`config.mk`:
```
export PLATFORM = sky130hd
export DESIGN_NAME = mmio_avst_to_avmm_bridge
export DESIGN_NICKNAME = d
export VERILOG_FILES = /design/src/rtl/mmio_bridge_pkg.sv /design/src/rtl/mmio_bridge_fifo.sv /design/src/rtl/mmio_avst_to_avmm_bridge.sv
export SDC_FILE = /design/constraint.sdc
export NUM_CORES = 1
export LEC_CHECK = 0
export ABC_AREA = 0
export CAP_MARGIN = 20
export CORE_MARGIN = 8
export CORE_UTILIZATION = 45
export DETAILED_ROUTE_END_ITERATION = 10
export PLACE_DENSITY = 0.71
export SYNTH_ARGS = -nofsm -noshare
export SYNTH_HDL_FRONTEND = slang
export SYNTH_SLANG_ARGS = --single-unit
```
`constraint.sdc`:
```
create_clock -name clk_clk -period 6 [get_ports clk_clk]
set_input_delay 1.2 -clock clk_clk [delete_from_list [all_inputs] [get_ports clk_clk]]
set_output_delay 1.2 -clock clk_clk [all_outputs]
set_load 0.02 [all_outputs]
```
`src/rtl/mmio_bridge_pkg.sv`:
```
// rtl/mmio_bridge_pkg.sv - shared command layout, read tag and FSM types for the MMIO bridge
package mmio_bridge_pkg;

    localparam int DATA_LSB = 0;
    localparam int ADDR_LSB = 64;
    localparam int WR_BIT   = 82;
    localparam int SZ_BIT   = 83;
    localparam int CMD_W    = 84;
    localparam int RSP_W    = 64;

    // Remembers how to format a read beat when it comes back.
    typedef struct packed {
        logic size64;
        logic hi;
    } rd_tag_t;

    typedef enum logic {
        IDLE,
        ISSUE
    } state_t;

endpackage

```
`src/rtl/mmio_bridge_fifo.sv`:
```
// rtl/mmio_bridge_fifo.sv - show-ahead synchronous FIFO with occupancy count
module mmio_bridge_fifo #(
    parameter int WIDTH = 8,
    parameter int DEPTH = 4
) (
    input  logic                         clk,
    input  logic                         reset,
    input  logic                         push,
    input  logic [WIDTH-1:0]             push_data,
    input  logic                         pop,
    output logic [WIDTH-1:0]             head,
    output logic                         empty,
    output logic                         full,
    output logic [$clog2(DEPTH+1)-1:0]   count
);

    localparam int PW = $clog2(DEPTH);
    localparam int CW = $clog2(DEPTH+1);

    logic [WIDTH-1:0] mem [DEPTH];
    logic [PW-1:0]    wr_ptr;
    logic [PW-1:0]    rd_ptr;
    logic             do_push;
    logic             do_pop;

    assign empty   = (count == '0);
    assign full    = (count == CW'(DEPTH));
    assign do_pop  = pop && !empty;
    // A pop in the same cycle frees the slot, so a full FIFO may still accept.
    assign do_push = push && (!full || do_pop);
    assign head    = mem[rd_ptr];

    // Storage array; contents are qualified by count so it needs no reset.
    always_ff @(posedge clk) begin
        if (do_push) begin
            mem[wr_ptr] <= push_data;
        end
    end

    // Pointers and occupancy.
    always_ff @(posedge clk) begin
        if (reset) begin
            wr_ptr <= '0;
            rd_ptr <= '0;
            count  <= '0;
        end else begin
            if (do_push) begin
                wr_ptr <= wr_ptr + PW'(1);
            end
            if (do_pop) begin
                rd_ptr <= rd_ptr + PW'(1);
            end
            if (do_push && !do_pop) begin
                count <= count + CW'(1);
            end else if (!do_push && do_pop) begin
                count <= count - CW'(1);
            end
        end
    end

endmodule

```
`src/rtl/mmio_avst_to_avmm_bridge.sv`:
```
// rtl/mmio_avst_to_avmm_bridge.sv - MMIO command/response stream to Avalon-MM master bridge
module mmio_avst_to_avmm_bridge
    import mmio_bridge_pkg::*;
#(
    parameter int ADDR_W       = 18,
    parameter int MAX_RD_OUTST = 4
) (
    input  logic              clk_clk,
    input  logic              reset_reset,
    input  logic [CMD_W-1:0]  avst_mmio_cmd_data,
    input  logic              avst_mmio_cmd_valid,
    output logic              avst_mmio_cmd_ready,
    output logic [RSP_W-1:0]  avst_mmio_rsp_data,
    output logic              avst_mmio_rsp_valid,
    input  logic              avst_mmio_rsp_ready,
    output logic [ADDR_W-1:0] avmm_address,
    output logic              avmm_read,
    output logic              avmm_write,
    output logic [63:0]       avmm_writedata,
    output logic [7:0]        avmm_byteenable,
    input  logic              avmm_waitrequest,
    input  logic [63:0]       avmm_readdata,
    input  logic              avmm_readdatavalid
);

    localparam int CW = $clog2(MAX_RD_OUTST+1);

    state_t            state;
    state_t            state_nxt;
    logic              q_write;
    logic              q_size64;
    logic              q_hi;
    logic [ADDR_W-4:0] q_addr;
    logic [63:0]       q_data;
    logic [CW-1:0]     outst;
    logic              post_reset;

    logic              accept;
    logic              rd_issue;
    logic              rd_return;
    logic [CW:0]       credit_used;
    logic              credit_ok;

    rd_tag_t           tag_in;
    rd_tag_t           tag_head;
    logic              tag_empty;
    logic              tag_full;
    logic [CW-1:0]     tag_count;

    logic [RSP_W-1:0]  rsp_push_data;
    logic [RSP_W-1:0]  rsp_head;
    logic              rsp_empty;
    logic              rsp_full;
    logic [CW-1:0]     rsp_count;
    logic              rsp_pop;

    logic              unused;

    // Reads already in flight plus beats parked in the rsp FIFO are the credits in use;
    // a new read is admitted only while a free slot remains for its response.
    assign credit_used = {1'b0, outst} + {1'b0, rsp_count};
    assign credit_ok   = credit_used < (CW+1)'(MAX_RD_OUTST);

    assign avst_mmio_cmd_ready = !reset_reset && (state == IDLE)
                               && (avst_mmio_cmd_data[WR_BIT] || credit_ok);
    assign accept              = avst_mmio_cmd_valid && avst_mmio_cmd_ready;

    // Beats arriving with nothing outstanding are dropped rather than corrupting state.
    assign rd_return = avmm_readdatavalid && (outst != '0);

    // Next state and Avalon-MM master outputs; everything idles to zero under reset.
    always_comb begin
        state_nxt       = state;
        avmm_read       = 1'b0;
        avmm_write      = 1'b0;
        avmm_address    = '0;
        avmm_writedata  = '0;
        avmm_byteenable = '0;
        rd_issue        = 1'b0;
        if (!reset_reset) begin
            case (state)
                IDLE: begin
                    if (accept) begin
                        state_nxt = ISSUE;
                    end
                end
                ISSUE: begin
                    avmm_read       = !q_write;
                    avmm_write      = q_write;
                    avmm_address    = {q_addr, 3'b000};
                    avmm_byteenable = q_size64 ? 8'hFF : (q_hi ? 8'hF0 : 8'h0F);
                    avmm_writedata  = q_size64 ? q_data : {q_data[31:0], q_data[31:0]};
                    if (!avmm_waitrequest) begin
                        state_nxt = IDLE;
                        rd_issue  = !q_write;
                    end
                end
                default: state_nxt = IDLE;
            endcase
        end
    end

    // State register.
    always_ff @(posedge clk_clk) begin
        if (reset_reset) begin
            state <= IDLE;
        end else begin
            state <= state_nxt;
        end
    end

    // Capture the accepted command for the ISSUE phase.
    always_ff @(posedge clk_clk) begin
        if (reset_reset) begin
            q_write  <= 1'b0;
            q_size64 <= 1'b0;
            q_hi     <= 1'b0;
            q_addr   <= '0;
            q_data   <= '0;
        end else if (accept) begin
            q_write  <= avst_mmio_cmd_data[WR_BIT];
            q_size64 <= avst_mmio_cmd_data[SZ_BIT];
            q_hi     <= avst_mmio_cmd_data[ADDR_LSB+2];
            q_addr   <= avst_mmio_cmd_data[ADDR_LSB+3 +: ADDR_W-3];
            q_data   <= avst_mmio_cmd_data[DATA_LSB +: 64];
        end
    end

    // Outstanding read counter; simultaneous issue and return cancel out.
    always_ff @(posedge clk_clk) begin
        if (reset_reset) begin
            outst <= '0;
        end else if (rd_issue && !rd_return) begin
            outst <= outst + CW'(1);
        end else if (!rd_issue && rd_return) begin
            outst <= outst - CW'(1);
        end
    end

    // Reads abandoned by a reset may still return; tolerate them until a new read is issued.
    always_ff @(posedge clk_clk) begin
        if (reset_reset) begin
            post_reset <= 1'b1;
        end else if (rd_issue) begin
            post_reset <= 1'b0;
        end
    end

    // A beat with no read outstanding means the fabric broke the protocol.
    a_no_orphan_beat : assert property (@(posedge clk_clk) disable iff (reset_reset)
        avmm_readdatavalid |-> (outst != '0 || post_reset));

    assign tag_in.size64 = q_size64;
    assign tag_in.hi     = q_hi;

    mmio_bridge_fifo #(
        .WIDTH ($bits(rd_tag_t)),
        .DEPTH (MAX_RD_OUTST)
    ) u_tag_fifo (
        .clk       (clk_clk),
        .reset     (reset_reset),
        .push      (rd_issue),
        .push_data (tag_in),
        .pop       (rd_return),
        .head      (tag_head),
        .empty     (tag_empty),
        .full      (tag_full),
        .count     (tag_count)
    );

    assign rsp_push_data = tag_head.size64 ? avmm_readdata
                         : {32'h0, tag_head.hi ? avmm_readdata[63:32] : avmm_readdata[31:0]};

    assign avst_mmio_rsp_valid = !rsp_empty && !reset_reset;
    assign avst_mmio_rsp_data  = avst_mmio_rsp_valid ? rsp_head : '0;
    assign rsp_pop             = avst_mmio_rsp_valid && avst_mmio_rsp_ready;

    mmio_bridge_fifo #(
        .WIDTH (RSP_W),
        .DEPTH (MAX_RD_OUTST)
    ) u_rsp_fifo (
        .clk       (clk_clk),
        .reset     (reset_reset),
        .push      (rd_return),
        .push_data (rsp_push_data),
        .pop       (rsp_pop),
        .head      (rsp_head),
        .empty     (rsp_empty),
        .full      (rsp_full),
        .count     (rsp_count)
    );

    // Address bits [1:0] are meaningless on this fabric; FIFO flags are covered by the credit rule.
    assign unused = &{1'b0, avst_mmio_cmd_data[ADDR_LSB +: 2], tag_empty, tag_full, tag_count, rsp_full};

endmodule
```
==> flow_metrics.env, run 1 <==
export IMPL_outcome="finished clean"
export IMPL_finClkSkew_ns=0.01699
export IMPL_post_drt_wl_per_cell_um=19.95
export IMPL_count_of_nets_left_with_antenna_violations_after_detail_routing=0
export IMPL_final_common_cell="sky130_fd_sc_hd__clkdlybuf4s50_1"
export IMPL_yosys_cell_types_count=40
export IMPL_worstHoldPathType="register to register"
export IMPL_cts_max_level=2
export IMPL_cts_path_max_buffers=3
export IMPL_crit_top_cell="sky130_fd_sc_hd__buf_4"
export IMPL_postSynthRegisterBits=368
export IMPL_grt_overflow_total=0
export IMPL_clock_sink_count=368
export IMPL_slew_headroom_pct=31.13
export IMPL_remaining_drc_errors=0
export IMPL_final_min_period_over_clock_period_pct=73.34
export IMPL_cap_viol_max_count=0
export IMPL_std_cell_rows=68
export IMPL_final_hold_worst_slack_ns=0.4524
export IMPL_finalNetCount=1555
export IMPL_holdBufCountCts=0
export IMPL_detail_route_vias_per_cell=5.121
export IMPL_synth_cell_area_um2=15520
export IMPL_die_w_um=201.7
export IMPL_core_area_um2=34290
export IMPL_multi_input_comb_area_um2=5111
export IMPL_final_cell_mix="sky130_fd_sc_hd__clkdlybuf4s50_1 (305), sky130_fd_sc_hd__edfxtp_1 (264), sky130_fd_sc_hd__nand2_1 (166), sky130_fd_sc_hd__and2_1 (148), sky130_fd_sc_hd__dfxtp_1 (101)"
export IMPL_timing_hold_violations_final=0
export IMPL_drt_first_iter_violations=382
export IMPL_first_global_vias=10380
export IMPL_regToRegEndpoint="u_rsp_fifo.mem[1][1]"
export IMPL_yosys_warnings=0
export IMPL_cts_tree="yes"
export IMPL_post_synth_top_area_cell="sky130_fd_sc_hd__edfxtp_1"
export IMPL_syn_inst=1104
export IMPL_setup_viol_count_final=0
export IMPL_worst_slew_pin_tran_ns=1.033
export IMPL_cts_post_setup_buffers_inserted=0
export IMPL_fin_util_pct=58.92
export IMPL_rsz0062_at_grt="no"
export IMPL_grt_antenna_before_repair=3
export IMPL_crit_fanout=30
export IMPL_crit_path_top_delay_cell="sky130_fd_sc_hd__clkdlybuf4s50_1"
export IMPL_overall_track_demand_over_capacity_in_global_routing_pct=17.90
export IMPL_grt_first_pass_wirelength_mm=58.24
export IMPL_start_util_pct=45.27
export IMPL_fmax_mhz=227.2
export IMPL_leakagePower_uw=0.006810
export IMPL_finalWorstPathRequiredPeriod_ns=4.401
export IMPL_synth_async_sr_flop_share_pct=0
export IMPL_synth_largest_type_area_fraction_pct=51.07
export IMPL_yosys_top_cells_area="sky130_fd_sc_hd__edfxtp_1 (51%), sky130_fd_sc_hd__dfxtp_1 (13%), sky130_fd_sc_hd__mux4_2 (9.6%)"
export IMPL_timing_setup_critical_path_class="primary input to output port"
export IMPL_ff_latch_area_um2=10020
export IMPL_yosysSeqAreaShare_pct=64.48
export IMPL_critical_path_required_ns=4.80
export IMPL_floorplan_die_height_um=201.7
export IMPL_crit_chain="buf_4, nand2b_1, buf_4, nor2_1, clkdlybuf4s50_1"
export IMPL_worstHoldPathCells=2
export IMPL_synth_enable_flop_cells=264
export IMPL_cts_made_buffers=39
export IMPL_worstSkewPairLatency_ns=0.52
export IMPL_cp_top_family="buffers and inverters"
export IMPL_hold_path_endpoint="q_addr[6]"
export IMPL_layout_drive_gt1_share_pct=12.86
export IMPL_placement_io_buffers=306
export IMPL_power_per_cell_area_nw_per_um2=358.2
export IMPL_route_vias_total=9582
export IMPL_fillers=2682
export IMPL_num_io_pins=312
export IMPL_dp_hpwl_mm=24.14
export IMPL_path_clk_slew_ns=0.05
export IMPL_timing_critical_path_to_type="output port"
export IMPL_area_delta_synth_final_pct=30.15
export IMPL_worst_r2r_cell_count=3
export IMPL_timing_setup_tns_ns=0
export IMPL_critPathBufInv=3
export IMPL_final_power_uw=7237
export IMPL_cp_arrival_ns=3.20
export IMPL_cts_repair_resize_count=0
export IMPL_drt_wl_total_mm=37.34
export IMPL_drt_first_pass_iters=4
export IMPL_slew_violations=0
export IMPL_root_buf_cell="sky130_fd_sc_hd__clkbuf_16"
export IMPL_maximum_number_of_pins_on_one_net_before_global_route_repair=80
export IMPL_dieArea_um2=40690
export IMPL_gpl_final_weighted_congestion=0.8074
export IMPL_synth_area_per_cell_um2=14.06
export IMPL_crit_path_max_incr_delay_ns=0.59
export IMPL_worstSetupStartpointType="primary input"
export IMPL_regToRegSetupSlack_ns=3.20
export IMPL_worstHoldStart="q_addr[6]"
export IMPL_synth_flop_cell="sky130_fd_sc_hd__edfxtp_1"
export IMPL_ir_drop_uv=211.1
## worst min-delay path: cells and delay by family (launching register included)
kind	cells	cell delay, ns
compound gates	1	0.05
flops	1	0.30
simple gates	1	0.05
## sequential cells by signal (all words and copies together) (netlist names), 2 cells and up, named ones only
signal,count
u_rsp_fifo.rd_ptr,2
q_data,64
u_tag_fifo.wr_ptr,2
u_tag_fifo.count,3
u_tag_fifo.mem,8
q_addr,15
u_rsp_fifo.wr_ptr,2
u_rsp_fifo.count,3
u_tag_fifo.rd_ptr,2
outst,3
u_rsp_fifo.mem,256
## cells in the mapped netlist (3+ instances only)
master,n
sky130_fd_sc_hd__a21oi_1,85
sky130_fd_sc_hd__and2_1,152
sky130_fd_sc_hd__buf_12,3
sky130_fd_sc_hd__buf_2,16
sky130_fd_sc_hd__buf_4,9
sky130_fd_sc_hd__clkbuf_1,49
sky130_fd_sc_hd__dfxtp_1,104
sky130_fd_sc_hd__edfxtp_1,264
sky130_fd_sc_hd__fa_1,3
sky130_fd_sc_hd__ha_1,13
sky130_fd_sc_hd__inv_1,10
sky130_fd_sc_hd__mux2_4,30
sky130_fd_sc_hd__mux2i_1,36
sky130_fd_sc_hd__mux4_2,66
sky130_fd_sc_hd__nand2_1,166
sky130_fd_sc_hd__nor2_1,53
sky130_fd_sc_hd__nor3_1,4
sky130_fd_sc_hd__o21ai_0,3
sky130_fd_sc_hd__o31ai_1,3
sky130_fd_sc_hd__or3_1,3
sky130_fd_sc_hd__xnor2_1,4
sky130_fd_sc_hd__xor2_1,8
## cell type report
type                    count  area share [%]
clock buffers              52           5.431
diodes                      1         0.01239
multi-input cells         648           25.30
clock inverters            19           1.028
repair buffers            317           15.62
flip-flops and latches    368           49.59
inverters                  11          0.2044
well taps                 455           2.818
## per-stage QoR
stage | instance area (µm²) | setup slack (ns) | cells
6_report | 20200 | 1.599 | 1871
5_1_grt | 20200 | 1.461 | 1870
4_1_cts | 20200 | 1.540 | 1870
3_5_place_dp | 18900 | 1.544 | 1799
3_3_place_gp | 18900 | 1.587 | 1799
2_1_floorplan | 15530 | 2.059 | 1106
## how the worst max path moves through the flow
| stage | startpoint | endpoint | slack (ns) | cells after the start |
|---|---|---|---|---|
| global placement | reset_reset | avst_mmio_rsp_data[63] | 1.59 | 5 |
| floorplan | reset_reset | u_rsp_fifo.mem[0][0] | 2.06 | 4 |
| CTS | reset_reset | avst_mmio_rsp_data[63] | 1.54 | 5 |
| finish | reset_reset | avmm_writedata[50] | 1.60 | 5 |
| detailed placement | reset_reset | avst_mmio_rsp_data[63] | 1.54 | 5 |
| global route | reset_reset | avst_mmio_rsp_data[21] | 1.46 | 5 |
## where the power goes
group	total, µW	internal [µW]	switching [µW]
registers	3240	3090	160
clock network	2420	1460	958
logic	1570	777	796
## cells by family (layout without fill, tap and decap cells)
kind of cell	Yosys count	after routing	synth area share, %
simple gates	385	385	12.04
compound gates	98	98	3.506
mux	134	134	14.94
flops	368	368	64.48
other cells	1	4	0.02416
fa+ha+maj	16	16	1.435
buf+inv	90	399	2.886
xor+xnor	12	12	0.6771
## per-layer routing
layer | share of wire [%] | up-vias | track usage (%)
met1 | 40 | 4710 | 20.92
li1 | - | 4506 | -
met2 | 48 | 323 | 29.98
met4 | 1.6 | 2 | 4.070
met5 | 0.035 | - | 0
met3 | 11 | 41 | 8.041
Note: power is estimated with default switching activity, not from simulation.
==> run 2: changes to the inputs <==
- PLACE_DENSITY: 0.71 -> 0.74
- clock period: 6 -> 3.9 ns (I/O delays scaled with it)
==> flow_metrics.env, run 2 (synthesis results as in run 1) <==
export IMPL_outcome="finished clean"
export IMPL_timing_hold_violations_final=0
export IMPL_std_cell_rows=68
export IMPL_dp_hpwl_mm=25.89
export IMPL_fillers=2644
export IMPL_final_min_period_over_clock_period_pct=91.11
export IMPL_maximum_number_of_pins_on_one_net_before_global_route_repair=65
export IMPL_worst_slew_pin_tran_ns=0.8499
export IMPL_grt_first_pass_wirelength_mm=58.73
export IMPL_start_util_pct=45.27
export IMPL_first_global_vias=10250
export IMPL_path_clk_slew_ns=0.06
export IMPL_finalWorstPathRequiredPeriod_ns=3.553
export IMPL_finClkSkew_ns=0.01947
export IMPL_root_buf_cell="sky130_fd_sc_hd__clkbuf_16"
export IMPL_num_io_pins=312
export IMPL_crit_fanout=23
export IMPL_crit_chain="buf_4, mux4_2, and2_1, clkdlybuf4s50_1"
export IMPL_drt_first_iter_violations=485
export IMPL_fin_util_pct=59.47
export IMPL_regToRegSetupSlack_ns=1.13
export IMPL_route_vias_total=9735
export IMPL_timing_critical_path_to_type="output port"
export IMPL_cts_tree="yes"
export IMPL_fmax_mhz=281.4
export IMPL_largest_register_ff_count=256
export IMPL_final_hold_worst_slack_ns=0.4516
export IMPL_cts_max_level=2
export IMPL_reg_top3="u_rsp_fifo.mem: 256 flops, q_data: 64 flops, q_addr: 15 flops"
export IMPL_placement_io_buffers=306
export IMPL_leakagePower_uw=0.006898
export IMPL_core_area_um2=34290
export IMPL_detailedPlace_worstSlack_ns=0.4019
export IMPL_overall_track_demand_over_capacity_in_global_routing_pct=18.12
export IMPL_rsz0062_at_grt="no"
export IMPL_layout_drive_gt1_share_pct=13.51
export IMPL_drt_wl_total_mm=37.82
export IMPL_place_inst=1816
export IMPL_critPathBufInv=2
export IMPL_final_cell_mix="sky130_fd_sc_hd__clkdlybuf4s50_1 (305), sky130_fd_sc_hd__edfxtp_1 (264), sky130_fd_sc_hd__nand2_1 (166), sky130_fd_sc_hd__and2_1 (148), sky130_fd_sc_hd__dfxtp_1 (101)"
export IMPL_final_common_cell="sky130_fd_sc_hd__clkdlybuf4s50_1"
export IMPL_worstHoldPathType="register to register"
export IMPL_grt_antenna_before_repair=0
export IMPL_cap_viol_max_count=0
export IMPL_setup_viol_count_final=0
export IMPL_stdcell_count=1884
export IMPL_remaining_drc_errors=0
export IMPL_gpl_final_weighted_congestion=0.7737
export IMPL_worstSkewPairLatency_ns=0.52
export IMPL_holdBufCountCts=0
export IMPL_critical_path_required_ns=3.12
export IMPL_cts_path_max_buffers=3
export IMPL_timing_setup_tns_ns=0
export IMPL_registers_top_by_ff_count="u_rsp_fifo.mem"
export IMPL_postLayoutSetupSlackWorst_ns=0.3467
export IMPL_area_delta_synth_final_pct=31.37
export IMPL_dieArea_um2=40690
export IMPL_antenna_cells_inserted=0
export IMPL_post_drt_wl_per_cell_um=20.07
export IMPL_switching_share_pct=26.64
export IMPL_die_w_um=201.7
export IMPL_sequentialPowerShare_pct=44.8
export IMPL_cp_top_family="buffers and inverters"
export IMPL_cts_made_buffers=39
export IMPL_total_switching_power_uw=2962
export IMPL_crit_path_max_incr_delay_ns=0.68
export IMPL_crit_path_top_delay_cell="sky130_fd_sc_hd__dfxtp_4"
export IMPL_timing_setup_critical_path_class="register to output port"
export IMPL_detail_route_vias_per_cell=5.167
export IMPL_ir_drop_uv=365.7
export IMPL_pwr_share_clk_pct=32.4
export IMPL_cts_post_setup_buffers_inserted=0
export IMPL_finalNetCount=1572
export IMPL_power_per_cell_area_nw_per_um2=545.2
export IMPL_drt_first_pass_iters=5
export IMPL_power_share_combinational_pct=22.9
export IMPL_floorplan_die_height_um=201.7
export IMPL_internal_power_uw=8156
export IMPL_cp_arrival_ns=2.77
export IMPL_cts_repair_resize_count=0
export IMPL_clock_sink_count=368
export IMPL_slew_headroom_pct=43.34
export IMPL_worstSetupStartpointType="register"
export IMPL_grt_overflow_total=0
export IMPL_count_of_nets_left_with_antenna_violations_after_detail_routing=0
export IMPL_slew_violations=0
==> run 2: changes by cell type in the layout (fill, tap and decap cells not counted), moves of 2 or more <==
cell | before | now
sky130_fd_sc_hd__buf_12 | 1 | 11
sky130_fd_sc_hd__buf_4 | 11 | 18
sky130_fd_sc_hd__clkbuf_8 | 5 | 0
sky130_fd_sc_hd__clkinv_1 | 5 | 7
sky130_fd_sc_hd__clkinv_4 | 0 | 2
==> run 2: cell type report <==
class / instances / area [µm²] / area share [%]
inverter: 11 / 41.29 / 0.2025
tap: 455 / 569.3 / 2.792
clock inverter: 21 / 219.0 / 1.074
clock buffer: 47 / 1027 / 5.037
sequential: 368 / 10020 / 49.12
multi-input combinational: 648 / 5111 / 25.06
timing repair buffer: 334 / 3408 / 16.71
==> run 2: path summary, 6_finish.rpt <==
| check | start | to | depth (start not counted) |
|---|---|---|---|
| worst max-delay path | register | avst_mmio_rsp_data[34] | 4 |
| worst min-delay path | q_addr[4] | q_addr[4] | 2 |
| worst max register to register | register | u_rsp_fifo.mem[2][1] | 3 |
| worst min register to register | q_addr[4] | q_addr[4] | 2 |
==> run 2: worst register-to-register path, cell delays in order (launching register included) <==
cell and delay (ns):
sky130_fd_sc_hd__dfxtp_1 0.37, sky130_fd_sc_hd__mux4_2 0.86, sky130_fd_sc_hd__nand2b_4 0.67, sky130_fd_sc_hd__mux2_1 0.60
==> run 2: per-stage QoR <==
stage                     instance area (µm²)  total power (µW)
after CTS                               20390             11250
after floorplan                         15530              6595
after detailed placement                19150              7636
after global placement                  19130              7560
after global routing                    20390             11620
final                                   20390             11120
==> run 2: power by group through the flow <==
stage                     clock network (µW)  logic (µW)  registers (µW)
after floorplan                            0        1650            4950
after global placement                     0        2530            5030
after detailed placement                   0        2570            5060
after CTS                               3680        2590            4980
after global routing                    3830        2760            5030
final                                   3600        2540            4980
==> run 2: layer usage <==
metal,GRT usage (%),vias to the layer above,share of wire [%]
li1,-,4538,-
met1,21.99,4777,40
met2,29.55,364,47
met3,7.285,56,11
met4,5.166,0,2.4
met5,0,-,0
==> run 3: changes to the inputs <==
- CORE_MARGIN: 8 -> 10
- GPL_TIMING_DRIVEN: unset -> 1
- SKIP_CTS_REPAIR_TIMING: unset -> 1
==> flow_metrics.env, run 3 (synthesis results as in run 1) <==
export IMPL_outcome="finished clean"
export IMPL_crit_chain="buf_4, mux4_2, and2_1, clkdlybuf4s50_1"
export IMPL_antenna_cells_inserted=0
export IMPL_rsz0062_at_grt="no"
export IMPL_core_area_um2=33780
export IMPL_ff_latch_area_um2=10020
export IMPL_worstSetupStartpointType="register"
export IMPL_finClkSkew_ns=0.01869
export IMPL_num_io_pins=312
export IMPL_placement_io_buffers=306
export IMPL_maximum_number_of_pins_on_one_net_before_global_route_repair=80
export IMPL_drt_wl_total_mm=38.66
export IMPL_fmax_mhz=279.9
export IMPL_drt_first_pass_iters=4
export IMPL_first_global_vias=10290
export IMPL_cp_top_family="buffers and inverters"
export IMPL_final_common_cell="sky130_fd_sc_hd__clkdlybuf4s50_1"
export IMPL_slew_violations=0
export IMPL_floorplan_die_height_um=205.7
export IMPL_slew_headroom_pct=43.18
export IMPL_worst_slew_pin_tran_ns=0.8523
export IMPL_path_clk_slew_ns=0.06
export IMPL_regToRegEndpoint="u_rsp_fifo.mem[3][0]"
export IMPL_finalNetCount=1573
export IMPL_drt_first_iter_violations=480
export IMPL_timing_setup_critical_path_class="register to output port"
export IMPL_cap_viol_max_count=0
export IMPL_gpl_final_weighted_congestion=0.8134
export IMPL_detail_route_vias_per_cell=5.165
export IMPL_start_util_pct=45.95
export IMPL_critical_path_required_ns=3.12
export IMPL_hold_path_endpoint="q_addr[12]"
export IMPL_stdcell_count=1880
export IMPL_crit_fanout=23
export IMPL_cts_made_buffers=38
export IMPL_area_delta_synth_final_pct=31.14
export IMPL_critPathBufInv=2
export IMPL_registers_top_by_ff_count="u_rsp_fifo.mem"
export IMPL_regToRegSetupSlack_ns=1.14
export IMPL_count_of_nets_left_with_antenna_violations_after_detail_routing=0
export IMPL_crit_path_top_delay_cell="sky130_fd_sc_hd__dfxtp_4"
export IMPL_worst_r2r_cell_count=3
export IMPL_grt_first_pass_wirelength_mm=59.37
export IMPL_overall_track_demand_over_capacity_in_global_routing_pct=17.92
export IMPL_crit_path_max_incr_delay_ns=0.66
export IMPL_ir_drop_uv=318.7
export IMPL_power_per_cell_area_nw_per_um2=540.4
export IMPL_largest_register_ff_count=256
export IMPL_worstSkewPairLatency_ns=0.52
export IMPL_fillers=2593
export IMPL_timing_critical_path_to_type="output port"
export IMPL_finalWorstPathRequiredPeriod_ns=3.573
export IMPL_postLayoutSetupSlackWorst_ns=0.3270
export IMPL_dp_hpwl_mm=26.02
export IMPL_cp_arrival_ns=2.79
export IMPL_final_cell_mix="sky130_fd_sc_hd__clkdlybuf4s50_1 (305), sky130_fd_sc_hd__edfxtp_1 (264), sky130_fd_sc_hd__nand2_1 (166), sky130_fd_sc_hd__and2_1 (148), sky130_fd_sc_hd__dfxtp_1 (101)"
export IMPL_worstHoldPathCells=2
export IMPL_clock_sink_count=368
export IMPL_final_min_period_over_clock_period_pct=91.61
export IMPL_cts_tree="yes"
export IMPL_die_w_um=205.7
export IMPL_setup_viol_count_final=0
export IMPL_grt_antenna_before_repair=1
export IMPL_post_drt_wl_per_cell_um=20.56
export IMPL_reg_top3="u_rsp_fifo.mem: 256 flops, q_data: 64 flops, q_addr: 15 flops"
export IMPL_route_vias_total=9711
export IMPL_final_power_uw=11000
export IMPL_timing_setup_tns_ns=0
export IMPL_cts_path_max_buffers=3
export IMPL_cp_num_cells=4
export IMPL_cts_max_level=2
export IMPL_root_buf_cell="sky130_fd_sc_hd__clkbuf_16"
export IMPL_dieArea_um2=42320
export IMPL_place_inst=1811
export IMPL_layout_drive_gt1_share_pct=13.76
export IMPL_grt_overflow_total=0
export IMPL_leakagePower_uw=0.006883
export IMPL_timing_hold_violations_final=0
export IMPL_std_cell_rows=67
export IMPL_worstHoldStart="q_addr[12]"
export IMPL_multi_input_comb_area_um2=5106
export IMPL_worstHoldPathType="register to register"
export IMPL_detailedPlace_worstSlack_ns=0.6765
export IMPL_remaining_drc_errors=0
==> run 3: changes by cell type in the layout (fill, tap and decap cells not counted), moves of 2 or more <==
| cell | delta |
|---|---|
| sky130_fd_sc_hd__bufinv_16 | -2 |
| sky130_fd_sc_hd__clkinv_1 | -2 |
| sky130_fd_sc_hd__clkinvlp_4 | +3 |
| sky130_fd_sc_hd__clkinv_4 | -2 |
| sky130_fd_sc_hd__clkbuf_2 | +2 |
| sky130_fd_sc_hd__buf_4 | +2 |
| sky130_fd_sc_hd__and2_4 | -4 |
| sky130_fd_sc_hd__clkbuf_8 | +2 |
| sky130_fd_sc_hd__and2_2 | +4 |
==> run 3: worst max-delay path by stage <==
stage,from,end
after floorplan,reset_reset,u_rsp_fifo.mem[1][0]
after global placement,reset_reset,avmm_writedata[59]
after detailed placement,avmm_readdatavalid,u_tag_fifo.count[2]
after CTS,register,avst_mmio_rsp_data[0]
after global routing,register,avst_mmio_rsp_data[8]
final,register,avst_mmio_rsp_data[0]
==> run 3: where the power goes <==
group,total [µW],switching [µW],internal [µW]
clock network,3490,1470,2030
registers,4960,216,4740
logic,2550,1280,1270
==> run 3: final cells by class <==
| type | instances | share of cell area, % |
|---|---|---|
| clock buffer | 51 | 5.126 |
| clock inverter | 18 | 0.8114 |
| inverter | 11 | 0.2028 |
| multi-input combinational | 648 | 25.08 |
| tap | 448 | 2.754 |
| sequential | 368 | 49.20 |
| timing repair buffer | 336 | 16.82 |
==> run 3: per-layer routing <==
| metal | part of all wire (%) | vias to the layer above | track usage (%) |
|---|---|---|---|
| met2 | 47 | 355 | 28.84 |
| met4 | 1.8 | 2 | 4.306 |
| met5 | 0.028 | - | 0 |
| li1 | - | 4539 | - |
| met3 | 12 | 55 | 8.492 |
| met1 | 39 | 4760 | 21.35 |
==> run 3: through the flow <==
stage                     util [%]  hold WS [ns]  area, µm²
after floorplan                  -        0.4317      15530
after global placement       56.68        0.4410      19150
after detailed placement     56.68        0.4437      19150
after CTS                    60.25        0.4517      20360
after global routing         60.25        0.4726      20360
final                        60.25        0.4493      20360
==> run 3: worst reg2reg max path, cell delays in order (launching register included) <==
cell	delay [ns]
sky130_fd_sc_hd__dfxtp_1	0.38
sky130_fd_sc_hd__mux4_2	0.87
sky130_fd_sc_hd__nand2b_4	0.62
sky130_fd_sc_hd__mux2_1	0.62
==> variant, RTL diff (config.mk and constraints of run 2) <==
Make the reset (`reset` and `reset_reset`) asynchronous in 5 clocked blocks.
--- a/src/rtl/mmio_bridge_fifo.sv
+++ b/src/rtl/mmio_bridge_fifo.sv
@@ -39,5 +39,5 @@
 
     // Pointers and occupancy.
-    always_ff @(posedge clk) begin
+    always_ff @(posedge clk or posedge reset) begin
         if (reset) begin
             wr_ptr <= '0;
--- a/src/rtl/mmio_avst_to_avmm_bridge.sv
+++ b/src/rtl/mmio_avst_to_avmm_bridge.sv
@@ -102,5 +102,5 @@
 
     // State register.
-    always_ff @(posedge clk_clk) begin
+    always_ff @(posedge clk_clk or posedge reset_reset) begin
         if (reset_reset) begin
             state <= IDLE;
@@ -111,5 +111,5 @@
 
     // Capture the accepted command for the ISSUE phase.
-    always_ff @(posedge clk_clk) begin
+    always_ff @(posedge clk_clk or posedge reset_reset) begin
         if (reset_reset) begin
             q_write  <= 1'b0;
@@ -128,5 +128,5 @@
 
     // Outstanding read counter; simultaneous issue and return cancel out.
-    always_ff @(posedge clk_clk) begin
+    always_ff @(posedge clk_clk or posedge reset_reset) begin
         if (reset_reset) begin
             outst <= '0;
@@ -139,5 +139,5 @@
 
     // Reads abandoned by a reset may still return; tolerate them until a new read is issued.
-    always_ff @(posedge clk_clk) begin
+    always_ff @(posedge clk_clk or posedge reset_reset) begin
         if (reset_reset) begin
             post_reset <= 1'b1;
Formal check against the unedited RTL: no difference found for any inputs over 4 cycles, from zero or initial values and one cycle with reset_reset high; that may be too few to reach the edited logic, so the function may still have changed.
==> variant against run 2 <==
Register-to-register slack better by 0.06 ns. Sequential cell count is 4 lower. Cell count is 9.6% lower. Design area is 1.2% higher. Wire length is 3.6% lower. Area after synthesis is 0.88% higher. Worst setup slack worse by 0.074 ns.
Power is not compared: it rests on default switching activity, and its combinational part moved more than twofold at a synthesized area within 25%.
==> variant: results (changes against run 2) <==
| Metric | Value |
|---|---|
| Status | `completed (unchanged)` |
| Top cells by count, synth | `264 x edfxtp_1, 149 x and2_1, 100 x dfrtp_1, 87 x mux2_2, 65 x mux4_2 (was 264 x edfxtp_1, 166 x nand2_1, 152 x and2_1, 104 x dfxtp_1, 85 x a21oi_1)` |
| Met2 Usage GRT | `0.2942 (was 0.2955)` |
| Combinational gate power | `5.98 mW` |
| Reg2reg path depth | `5 (was 3)` |
| GP Congestion | `0.7570 (was 0.7737)` |
| Syn Area/Cell | `17.40 um2 (was 14.06 um2)` |
| Filler Cell Count | `2,582 (was 2,644)` |
| FF-to-FF Start | `u_tag_fifo.rd_ptr[0]` |
| Slowest stage delay, CP | `0.71 ns (was 0.68 ns)` |
| Crit path max fanout | `34 (was 23)` |
| Vias in the first global route | `9,896 (was 10,251)` |
| # nets final | `1,386 (was 1,572)` |
| Largest cells by area after synthesis | `edfxtp_1 51%, dfrtp_1 16%, mux4_2 9.3%, mux2_2 6.3%, and2_1 6.0% (was edfxtp_1 51%, dfxtp_1 13%, mux4_2 9.6%, and2_1 6.1%, nand2_1 4.0%)` |
| Top sig layer | `met5 (was met4)` |
| Dpl hpwl | `24,320 um (was 25,890 um)` |
| Synth cell types | `35 (was 40)` |
| Post-Route M1 WL | `14,780 um (was 15,070 um)` |
| Wire per inst | `21.42 um (was 20.07 um)` |
| First-pass DRT Iterations | `4 (was 5)` |
| Via/cell ratio | `5.182 (was 5.167)` |
| Setup crit end | `avmm_writedata[46] (was avst_mmio_rsp_data[34])` |
| First-pass GRT wire length | `57,240 um (was 58,730 um)` |
| Setup ws final | `0.2729 ns (was 0.3467 ns)` |
| Total track usage | `0.1758 (was 0.1812)` |
| 1st-iter DRT viols | `316 (was 485)` |
| Slowest stage cell, crit path | `clkdlybuf4s50_1 (was dfxtp_4)` |
| YS warnings | `0 (unchanged)` |
| Non-filler cells, final | `1,703 (was 1,884)` |
| Reg-to-reg endpoint | `u_rsp_fifo.mem[1][1] (was u_rsp_fifo.mem[2][1])` |
| Lkg Pwr | `7.494 nW` |
| GR Layer Usage met1 | `0.2129 (was 0.2199)` |
| Reg-to-reg setup timing slack | `1.19 ns (was 1.13 ns)` |
| Layout cell share with drive strength beyond 1 | `0.2189 (was 0.1351)` |
| Final Skew | `0.01526 ns (was 0.01947 ns)` |
| Slew headroom | `0.5946 (was 0.4334)` |
| Startpoint Class | `input port (was register)` |
| Number of synthesized flops with an enable pin | `264 (unchanged)` |
| Worst slack, placed | `0.2879 ns (was 0.4019 ns)` |
| Synth async-reset ratio | `0.2747 (was 0)` |
| Final ANT Viol Nets | `0 (unchanged)` |
| Clk slew on worst S/H paths | `0.05 ns` |
| Sequential area share after synthesis | `0.6661 (was 0.6448)` |
| # placed instances | `1,629 (was 1,816)` |
## variant: cell count changes after synthesis, moves of 6 or more
cell      before  now
a21oi_1       85    2
nand2_1      166    5
buf_1          1    7
nor2_1        53   42
dfxtp_1      104    0
mux2_2         0   87
clkbuf_1      49   22
dfrtp_1        0  100
## variant: worst min-delay path by stage
stage,startpoint,end,slack [ns],depth (start not counted)
floorplan,u_tag_fifo.count[2],u_tag_fifo.count[2],0.46,1
global placement,u_tag_fifo.count[2],u_tag_fifo.count[2],0.47,1
detailed placement,u_tag_fifo.count[2],u_tag_fifo.count[2],0.49,1
CTS,u_tag_fifo.count[2],u_tag_fifo.count[2],0.50,1
global route,q_addr[8],q_addr[8],0.52,1
finish,u_tag_fifo.count[2],u_tag_fifo.count[2],0.50,1
## variant: area by class of cell
type	count	area share
Clock inverter	17	0.007035
Inverter	11	0.002183
Clock buffer	55	0.05222
Tap cell	455	0.02759
Antenna cell	1	0.0001213
Sequential cell	364	0.5059
Multi-Input combinational cell	469	0.2374
Timing Repair Buffer	331	0.1676
## variant: per-stage QoR
step	power, mW	utilization	area, um2
final	15.70	0.6002	20630
after detailed placement	12.36	0.5638	19380
after global placement	12.23	0.5638	19380
after global routing	16.55	0.6001	20630
after CTS	15.94	0.5993	20600
after floorplan	10.02	-	15680
## variant: kinds of logic (layout without fill, tap and decap cells)
| group | Yosys count | count (layout) | synth area share |
|---|---|---|---|
| AND/OR/NAND/NOR | 212 | 212 | 0.07711 |
| other | 1 | 4 | 0.0002395 |
| buffers and inverters | 69 | 414 | 0.02357 |
| AO/OA/AOI/OAI | 8 | 8 | 0.003436 |
| flip-flops | 364 | 364 | 0.6661 |
| XOR/XNOR | 15 | 15 | 0.008390 |
| multiplexers | 215 | 215 | 0.2070 |
| adder cells (fa/ha/maj) | 16 | 16 | 0.01422 |
